<file path="src/rtl/cacheline_arbiter_pkg.sv">
// Shared types and helpers for the cacheline arbiter.
// Beat/index width helpers keep degenerate sizes at one bit.
package arb_types;

  typedef enum logic [1:0] {
    IDLE  = 2'd0,
    READ  = 2'd1,
    WRITE = 2'd2,
    DONE  = 2'd3
  } arb_state_e;

  localparam bit MODE_FIXED = 1'b0;
  localparam bit MODE_RR    = 1'b1;

  function automatic int beats_of(
    input int line_bits,
    input int burst_bits
  );
    return line_bits / burst_bits;
  endfunction

  function automatic int width_of(input int n);
    return (n > 1) ? $clog2(n) : 1;
  endfunction

endpackage

</file>
<file path="src/rtl/cacheline_arbiter_rr_picker.sv">
// Combinational request picker: fixed lowest-index or
// round-robin starting after the last granted client.
module rr_picker
  import arb_types::*;
#(
  parameter int N  = 2,
  parameter int IW = 1
) (
  input  logic [N-1:0]  req_i,
  input  logic [IW-1:0] last_i,
  input  logic          mode_i,
  output logic [N-1:0]  gnt_o,
  output logic [IW-1:0] idx_o
);

  always_comb begin
    int c;
    logic found;
    gnt_o = '0;
    idx_o = '0;
    found = 1'b0;
    c     = 0;
    for (int k = 0; k < N; k++) begin
      if (mode_i == MODE_RR) c = int'(last_i) + 1 + k;
      else                   c = k;
      if (c >= N) c = c - N;
      if (!found && req_i[c]) begin
        found    = 1'b1;
        gnt_o[c] = 1'b1;
        idx_o    = IW'(c);
      end
    end
  end

endmodule

</file>
<file path="src/rtl/cacheline_arbiter.sv">
// N-client cacheline arbiter serialising whole lines into
// memory bursts and returning a one-cycle completion pulse.
module cacheline_arbiter
  import arb_types::*;
#(
  parameter int NUM_CLIENTS = 2,
  parameter int LINE_BITS   = 256,
  parameter int BURST_BITS  = 64,
  parameter int ADDR_BITS   = 32,
  parameter int RR_MODE     = 1,
  localparam int IW = width_of(NUM_CLIENTS)
) (
  input  logic                             clk,
  input  logic                             rst,
  input  logic [NUM_CLIENTS-1:0]           cl_read,
  input  logic [NUM_CLIENTS-1:0]           cl_write,
  input  logic [NUM_CLIENTS*ADDR_BITS-1:0] cl_address,
  input  logic [NUM_CLIENTS*LINE_BITS-1:0] cl_wdata,
  output logic [NUM_CLIENTS-1:0]           cl_resp,
  output logic [LINE_BITS-1:0]             cl_rdata,
  output logic [IW-1:0]                    grant_id,
  output logic                             busy,
  output logic                             mem_read,
  output logic                             mem_write,
  output logic [ADDR_BITS-1:0]             mem_addr,
  output logic [BURST_BITS-1:0]            mem_wdata,
  input  logic                             mem_resp,
  input  logic [BURST_BITS-1:0]            mem_rdata
);

  localparam int BEATS = beats_of(LINE_BITS, BURST_BITS);
  localparam int BW    = width_of(BEATS);
  localparam int OFF   = $clog2(LINE_BITS / 8);

  arb_state_e state_q, state_d;
  logic [BW-1:0]        beat_q, beat_d;
  logic [IW-1:0]        last_q, last_d;
  logic [IW-1:0]        gid_q, gid_d;
  logic [ADDR_BITS-1:0] addr_q, addr_d;
  logic [LINE_BITS-1:0] line_q, line_d;
  logic [LINE_BITS-1:0] buf_q, buf_d;

  logic [NUM_CLIENTS-1:0] req;
  logic [NUM_CLIENTS-1:0] pick_gnt;
  logic [IW-1:0]          pick_idx;
  logic [ADDR_BITS-1:0]   sel_addr;
  logic [LINE_BITS-1:0]   sel_wdata;
  logic                   last_beat;

  assign req = cl_read | cl_write;

  rr_picker #(
    .N  (NUM_CLIENTS),
    .IW (IW)
  ) u_pick (
    .req_i  (req),
    .last_i (last_q),
    .mode_i (RR_MODE != 0),
    .gnt_o  (pick_gnt),
    .idx_o  (pick_idx)
  );

  assign sel_addr =
    cl_address[int'(pick_idx)*ADDR_BITS +: ADDR_BITS];
  assign sel_wdata =
    cl_wdata[int'(pick_idx)*LINE_BITS +: LINE_BITS];
  assign last_beat = (beat_q == BW'(BEATS - 1));

  always_comb begin
    state_d = state_q;
    beat_d  = beat_q;
    last_d  = last_q;
    gid_d   = gid_q;
    addr_d  = addr_q;
    line_d  = line_q;
    buf_d   = buf_q;
    unique case (state_q)
      IDLE: begin
        if (|pick_gnt) begin
          gid_d  = pick_idx;
          last_d = pick_idx;
          addr_d = sel_addr;
          addr_d[OFF-1:0] = '0;
          line_d = sel_wdata;
          beat_d = '0;
          // a simultaneous read+write is served as a write
          state_d = (|(cl_write & pick_gnt)) ? WRITE : READ;
        end
      end
      READ, WRITE: begin
        if (mem_resp) begin
          if (state_q == READ)
            buf_d[int'(beat_q)*BURST_BITS +: BURST_BITS] =
              mem_rdata;
          if (last_beat) begin
            beat_d  = '0;
            state_d = DONE;
          end else begin
            beat_d = beat_q + BW'(1);
          end
        end
      end
      DONE:    state_d = IDLE;
      default: state_d = IDLE;
    endcase
  end

  always_ff @(posedge clk) begin
    if (rst) begin
      state_q <= IDLE;
      beat_q  <= '0;
      last_q  <= IW'(NUM_CLIENTS - 1);
      gid_q   <= '0;
      addr_q  <= '0;
      line_q  <= '0;
      buf_q   <= '0;
    end else begin
      state_q <= state_d;
      beat_q  <= beat_d;
      last_q  <= last_d;
      gid_q   <= gid_d;
      addr_q  <= addr_d;
      line_q  <= line_d;
      buf_q   <= buf_d;
    end
  end

  always_comb begin
    cl_resp = '0;
    if (state_q == DONE) cl_resp[gid_q] = 1'b1;
  end

  assign cl_rdata  = buf_q;
  assign grant_id  = gid_q;
  assign busy      = (state_q != IDLE);
  assign mem_read  = (state_q == READ);
  assign mem_write = (state_q == WRITE);
  assign mem_addr  = addr_q;
  assign mem_wdata =
    line_q[int'(beat_q)*BURST_BITS +: BURST_BITS];

endmodule

</file>
<file path="config.mk">
export PLATFORM = sky130hd
export DESIGN_NAME = cacheline_arbiter
export DESIGN_NICKNAME = d
export VERILOG_FILES = /design/src/rtl/cacheline_arbiter_pkg.sv /design/src/rtl/cacheline_arbiter_rr_picker.sv /design/src/rtl/cacheline_arbiter.sv
export SDC_FILE = /design/constraint.sdc
export NUM_CORES = 1
export LEC_CHECK = 0
export BUFFER_PORTS_ARGS = -buffer_cell sky130_fd_sc_hd__clkbuf_2
export CELL_PAD_IN_SITES_DETAIL_PLACEMENT = 1
export CELL_PAD_IN_SITES_GLOBAL_PLACEMENT = 1
export CORE_AREA = 4 4 392 394
export CTS_CLUSTER_DIAMETER = 150
export DETAILED_ROUTE_END_ITERATION = 8
export DIE_AREA = 0 0 396 398
export GPL_ROUTABILITY_DRIVEN = 0
export PLACE_DENSITY = 0.43
export SLEW_MARGIN = 20
export SYNTH_ARGS = -nofsm -noshare
export SYNTH_HDL_FRONTEND = slang
export SYNTH_SLANG_ARGS = --single-unit
</file>
<file path="constraint.sdc">
create_clock -name clk -period 2.65 [get_ports clk]
set_input_delay 0.1325 -clock clk [delete_from_list [all_inputs] [get_ports clk]]
set_output_delay 0.1325 -clock clk [all_outputs]
set_load 0.05 [all_outputs]
</file>
After elaboration in Yosys (flattened, before gate mapping)
Index checks and enable logic that the tools add are counted.

Equality and inequality tests: 7. Bitwise logic cells: 3. Muxes and demuxes: 30. Magnitude comparators: 8. Reduce and logical (&&, ||, !) cells: 15. Shift-type cells: 5. Add/subtract/negate cells: 6.

Operators by type and width (count): $shiftx A512 B10 Y256 (1); $bwmux W256 (1); $shift A64 B33 Y256 const A (1); $shiftx A256 B9 Y64 (1); $shiftx A64 B33 Y256 (1); $ge A32 B1 Y1 const B (2); $lt A32 B3 Y1 const B (2); $mux W32 (2); $shiftx A64 B7 Y32 (1); $neg A8 Y33 (1); $add A32 B2 Y32 const B (1); $ge A32 B3 Y1 const B (1); $sub A32 B3 Y32 const B (1); $mux W2 (10); $mux W1 (12); $reduce_and A3 Y1 (3); $eq A2 B2 Y1 const B (3); $ne A2 B2 Y1 const B (3); $pmux W2 S3 (1); $reduce_or A2 Y1 (3); $logic_and A1 B1 Y1 (4); $or A2 B2 Y2 (2); $pmux W2 S2 (1); $reduce_bool A2 Y1 (2); 12 further kinds (14).

Output and inout bits: 358. Flip-flop bits (word level): 545. Bits of input ports: 647.

Longest topological paths before layout
Depth in word-level cells: 15. Gate-level depth with buffers: 9. Mapped depth without buffers: 6.

Cells and area by module
Synthesis repeated with hierarchy kept, for this count alone.

Cell total of the unflattened synthesis: 2353. Area total of the unflattened synthesis: 23492.5 um^2.

By module, submodules not included: cacheline_arbiter (seq. area each 10910.5 um^2, area an instance 23455.0 um^2, instances 1, cells an instance 2348); rr_picker (seq. area each 0.0 um^2, area an instance 37.5 um^2, instances 1, cells an instance 5).

Worst setup path after synthesis
No wires, ideal clock.

Kind: register to register. Start point: reg beat_q[1]. End point: reg buf_q[195] (netlist: cl_rdata[195]). Data required time: 2.584 ns. Period minus slack after synthesis: 2.473 ns. Setup slack: 0.177 ns. Data arrival time: 2.407 ns. Stages on the path, launching flop included: 10. Cell sequence: dfxtp_1 -> buf_2 -> buf_1 -> inv_1 -> ha_1 -> nand3b_1 -> nor3_2 -> buf_6 -> a22oi_1 -> nor2_1.

Word-level cells in the longest chain between the ends: 3.

Ends and longest elaborated chain: from (decl) (line cacheline_arbiter.sv:36) `logic [BW-1:0] beat_q, beat_d;`; from (signal assigned) (line cacheline_arbiter.sv:119) `beat_q <= beat_d;`; $neg A8 Y33 (*) (line cacheline_arbiter.sv:93) `buf_d[int'(beat_q)*BURST_BITS +: BURST_BITS] =`; $shiftx A64 B33 Y256 or $shift A64 B33 Y256 (tied branches) (line cacheline_arbiter.sv:93); $bwmux W256 (*) (line cacheline_arbiter.sv:93); to (signal assigned) (line cacheline_arbiter.sv:124) `buf_q <= buf_d;`; to (decl) (line cacheline_arbiter.sv:41) `logic [LINE_BITS-1:0] buf_q, buf_d;`.

Every way passes the cells marked *; elsewhere a longest branch is shown, timed or not. A chain may end at the register's enable or synchronous reset.

Worst setup path after layout
Start point: reg beat_q[0]. End point: out mem_wdata[28].

Word-level cells in the longest chain between the ends: 1.

Ends and longest elaborated chain: $shiftx A256 B9 Y64 (line cacheline_arbiter.sv:140) `line_q[int'(beat_q)*BURST_BITS +: BURST_BITS];`; to (decl) (line cacheline_arbiter.sv:26) `output logic [BURST_BITS-1:0] mem_wdata,`.

Every way passes these cells.

==> impl_results.md <==
- Status: completed
- Worst Path Required: 2520 ps
- Via/cell ratio: 4.19
- Starting Density: 15.2%
- Area contributors post-synth: dfxtp_1 48%, a311oi_1 11%, nand2_1 9.5%, nor2_1 8.9%, a22oi_1 8.5%
- Worst-path cell chain: buf_16, mux4_2, clkbuf_2
- Critical path origin: beat_q[0]
- Most frequent cells in the layout: 985 x clkbuf_2, 635 x dlygate4sd3_1, 576 x nand2_1, 543 x nor2_1, 543 x dfxtp_1
- Yosys cell types: 33
- Total clock sinks: 545
- Flop and latch count out of synthesis: 545
- Max-cap violation count: 0
- # nets final: 4,768
- All-Layer GR Usage: 16.9%
- Reg2reg start: state_q[0]
- Die ar.: 0.158 mm^2
- Post-synthesis adder-cell area fraction: 0.549%
- Final min period: 2510 ps
- Pre-CTS WS: 351 ps
- WHS Endpoint: grant_id
- Post-Syn Area per Cell: 8.87 um^2
- Startpoint Class: flop
- WL/cell: 22.5 um
- Iteration count of the initial detailed-routing pass: 5
- Post-synthesis mux area share: 6.32%
- Slew Viols, Final: 0
- Root Buffer: clkbuf_16
- WL final: 140,000 um
- Crit Path Max Fanout: 35
- Pwr dens: 935 mW/mm^2
- Peak VDD IR: 0.590 mV
- Via count: 26.0k
- Register Area: 0.0109 mm^2
- Setup TNS: 0 ps
- Largest net degree at the start of global routing: 93
- Mapped Cells: 2,573
- Setup Skew: 35.4 ps
- Worst-Skew Late Latency: 650 ps
- WP data arrival: 2380 ps
- Cell area after synthesis: 0.0228 mm^2
- Yosys top cell area share: 47.8%
- Post-DP HPWL: 102,000 um
- Final setup margin: 142 ps
- Fmax: 0.399 GHz
- Width of the die: 396 um
- Boundary pin count: 1,005
- Critical hold path startpoint: cl_read[1]
- Hold Crit Class: in2reg
- Simple-gate area share of the yosys netlist: 19.2%
- Design Power: 0.0366 W
- Max H-tree Level: 3
- Placed cell areas: 0.0301 mm^2
- TritonCTS buffer count: 73
- Ys Warns: 0
- Area leader, netlist: dfxtp_1
- FF-to-FF path depth: 9
- Number of global-route vias before repair: 27.6k
- Reg-to-Reg End: mem_addr[18]
- # rows: 142
- DR iter-0 viols: 1,093
- R2R setup slack: 180 ps
- Slowest cell on crit path: mux4_2
- Area occupied by multi-input gates: 0.0106 mm^2
- Hold Path Stages: 5
- CTS tree: done
- Grt ovf: 0
- Design Area, Final: 0.0391 mm^2
- Initial antenna violation count: 45
- CP Depth: 3
- Static Leakage: 16.9 nW
- Unrepaired setup endpoints after global routing: false
- Tcrit/Tclk final: 94.6%
- Worst-path clk slew: 60 ps
- DR DRC count: 0
- Met1 Use GR: 20.7%
- P&R area growth vs syn: 71.4%
- Max transition margin: 28.2%
- Fin util: 26.1%
- Antenna-violating nets left: 0
- Main combinational cell family by area after synthesis: compound AO/OA/AOI/OAI gates
- Met2 GRT Util: 28.1%
- IO buf count: 989
- Crit-path leading delay family: multiplexers
- Sequential area share after synthesis: 47.8%
- Maximum root-to-sink buffer count: 3
- Setup CP Type: reg2out
- Worst Tran Pin Value: 1080 ps
- Commonest non-fill, non-tap cell in the layout: clkbuf_2
- Slowest stage delay, CP: 670 ps
- Final Hold Vio Count: 0
- # fillers: 17.8k
- First-pass GRT wire length: 197,000 um
- Final setup fails: 0
- Met3 GRT Util: 5.12%
- Share of cells above drive strength 1: 30.7%
- Area fraction in compound gates after synthesis: 19.9%
- GRT Max-Usage Layer: met2
- Endpoint type of the worst setup path: output port
- Core area: 0.150 mm^2
- Bufs and invs on worst path: 2
- Post-Synth XOR/XNOR Area: 0%
- Die Ht: 398 um
[layout make-up]
class | instances | area share (%)
Antenna cell | 34 | 0.218
Clock buffer | 112 | 5.67
Clock inverter | 15 | 0.576
Inverter | 5 | 0.0480
Multi-Input combinational cell | 1771 | 27.0
Sequential cell | 545 | 27.9
Tap cell | 2016 | 6.45
Timing Repair Buffer | 1715 | 32.1
[how the worst max path moves through the flow]
| stage | end | slack, ps |
|---|---|---|
| floorplan | cl_rdata[195] | 180 |
| finish | mem_wdata[28] | 140 |
| global placement | grant_id | 360 |
| CTS | mem_wdata[29] | 3 |
| detailed placement | grant_id | 350 |
| global route | line_q[108] | 4 |
[flip-flops by register name, indices dropped and copies added, names as in the netlist]
signal and cells:
cl_rdata 256, line_q 256, mem_addr 27, beat_q 2, state_q 2, grant_id 1, last_q 1
[metal layers]
| layer | up-vias | routed length, um | part of all wire (%) |
|---|---|---|---|
| met4 | 20 | 4460 | 3.2 |
| li1 | 12302 | - | - |
| met2 | 870 | 65300 | 47 |
| met1 | 12644 | 60200 | 43 |
| met3 | 204 | 9430 | 6.8 |
| met5 | - | 126 | 0.090 |
[worst min-delay path, cell delays in order]
cell and delay [ps]:
clkbuf_2 180, nor4_4 100, nand2b_1 150, nand2_1 70, a21oi_1 60
[cell families after synthesis]
logic type,count (synthesis)
other,1
DFF,545
and+or+nand+nor,1137
muxes,64
adders and majority gates,10
AOI/OAI and AO/OA,555
buffers and inverters,261
[synth_stat cells]
cell type	instances
nand2_1	576
dfxtp_1	545
nor2_1	543
a311oi_1	279
a22oi_1	259
buf_2	106
clkbuf_1	90
mux4_2	64
buf_4	34
buf_6	23
ha_1	10
nand3_1	5
a21oi_1	4
a311oi_2	4
nor4_4	4
buf_1	3
inv_1	3
a22o_1	2
inv_2	2
nand2b_1	2
nand3b_1	2
o21ai_0	2
a21bo_2	1
a21boi_0	1
and2_1	1
conb_1	1
nand2_4	1
nor2_4	1
nor2b_1	1
nor3_2	1
o21a_1	1
o21ai_1	1
o2bb2ai_1	1
[power by group]
group	total (W)	internal, W	switching [W]
clock	0.0101	0.00598	0.00413
sequential	0.0115	0.0102	0.00135
combinational	0.0149	0.00525	0.00965
total	0.0366	0.0214	0.0151
[stage by stage]
stage / instances / hold WS, ps
2_1_floorplan: 2577 / 281
3_3_place_gp: 5412 / 382
3_5_place_dp: 5412 / 388
4_1_cts: 6174 / 4.09
5_1_grt: 6206 / 53.7
6_report: 6213 / 95.0
[timing repair]
action / 4_1_cts / 5_1_grt
pin swaps: 0 / 1
hold endpoints to repair: 544 / 0
setup buffers: 0 / 3
gates resized for setup: 3 / 9
endpoints found under the setup margin: 14 / 72
cloned: 0 / 2
hold buffers: 635 / 0
Note: power is estimated with default switching activity, not from simulation.
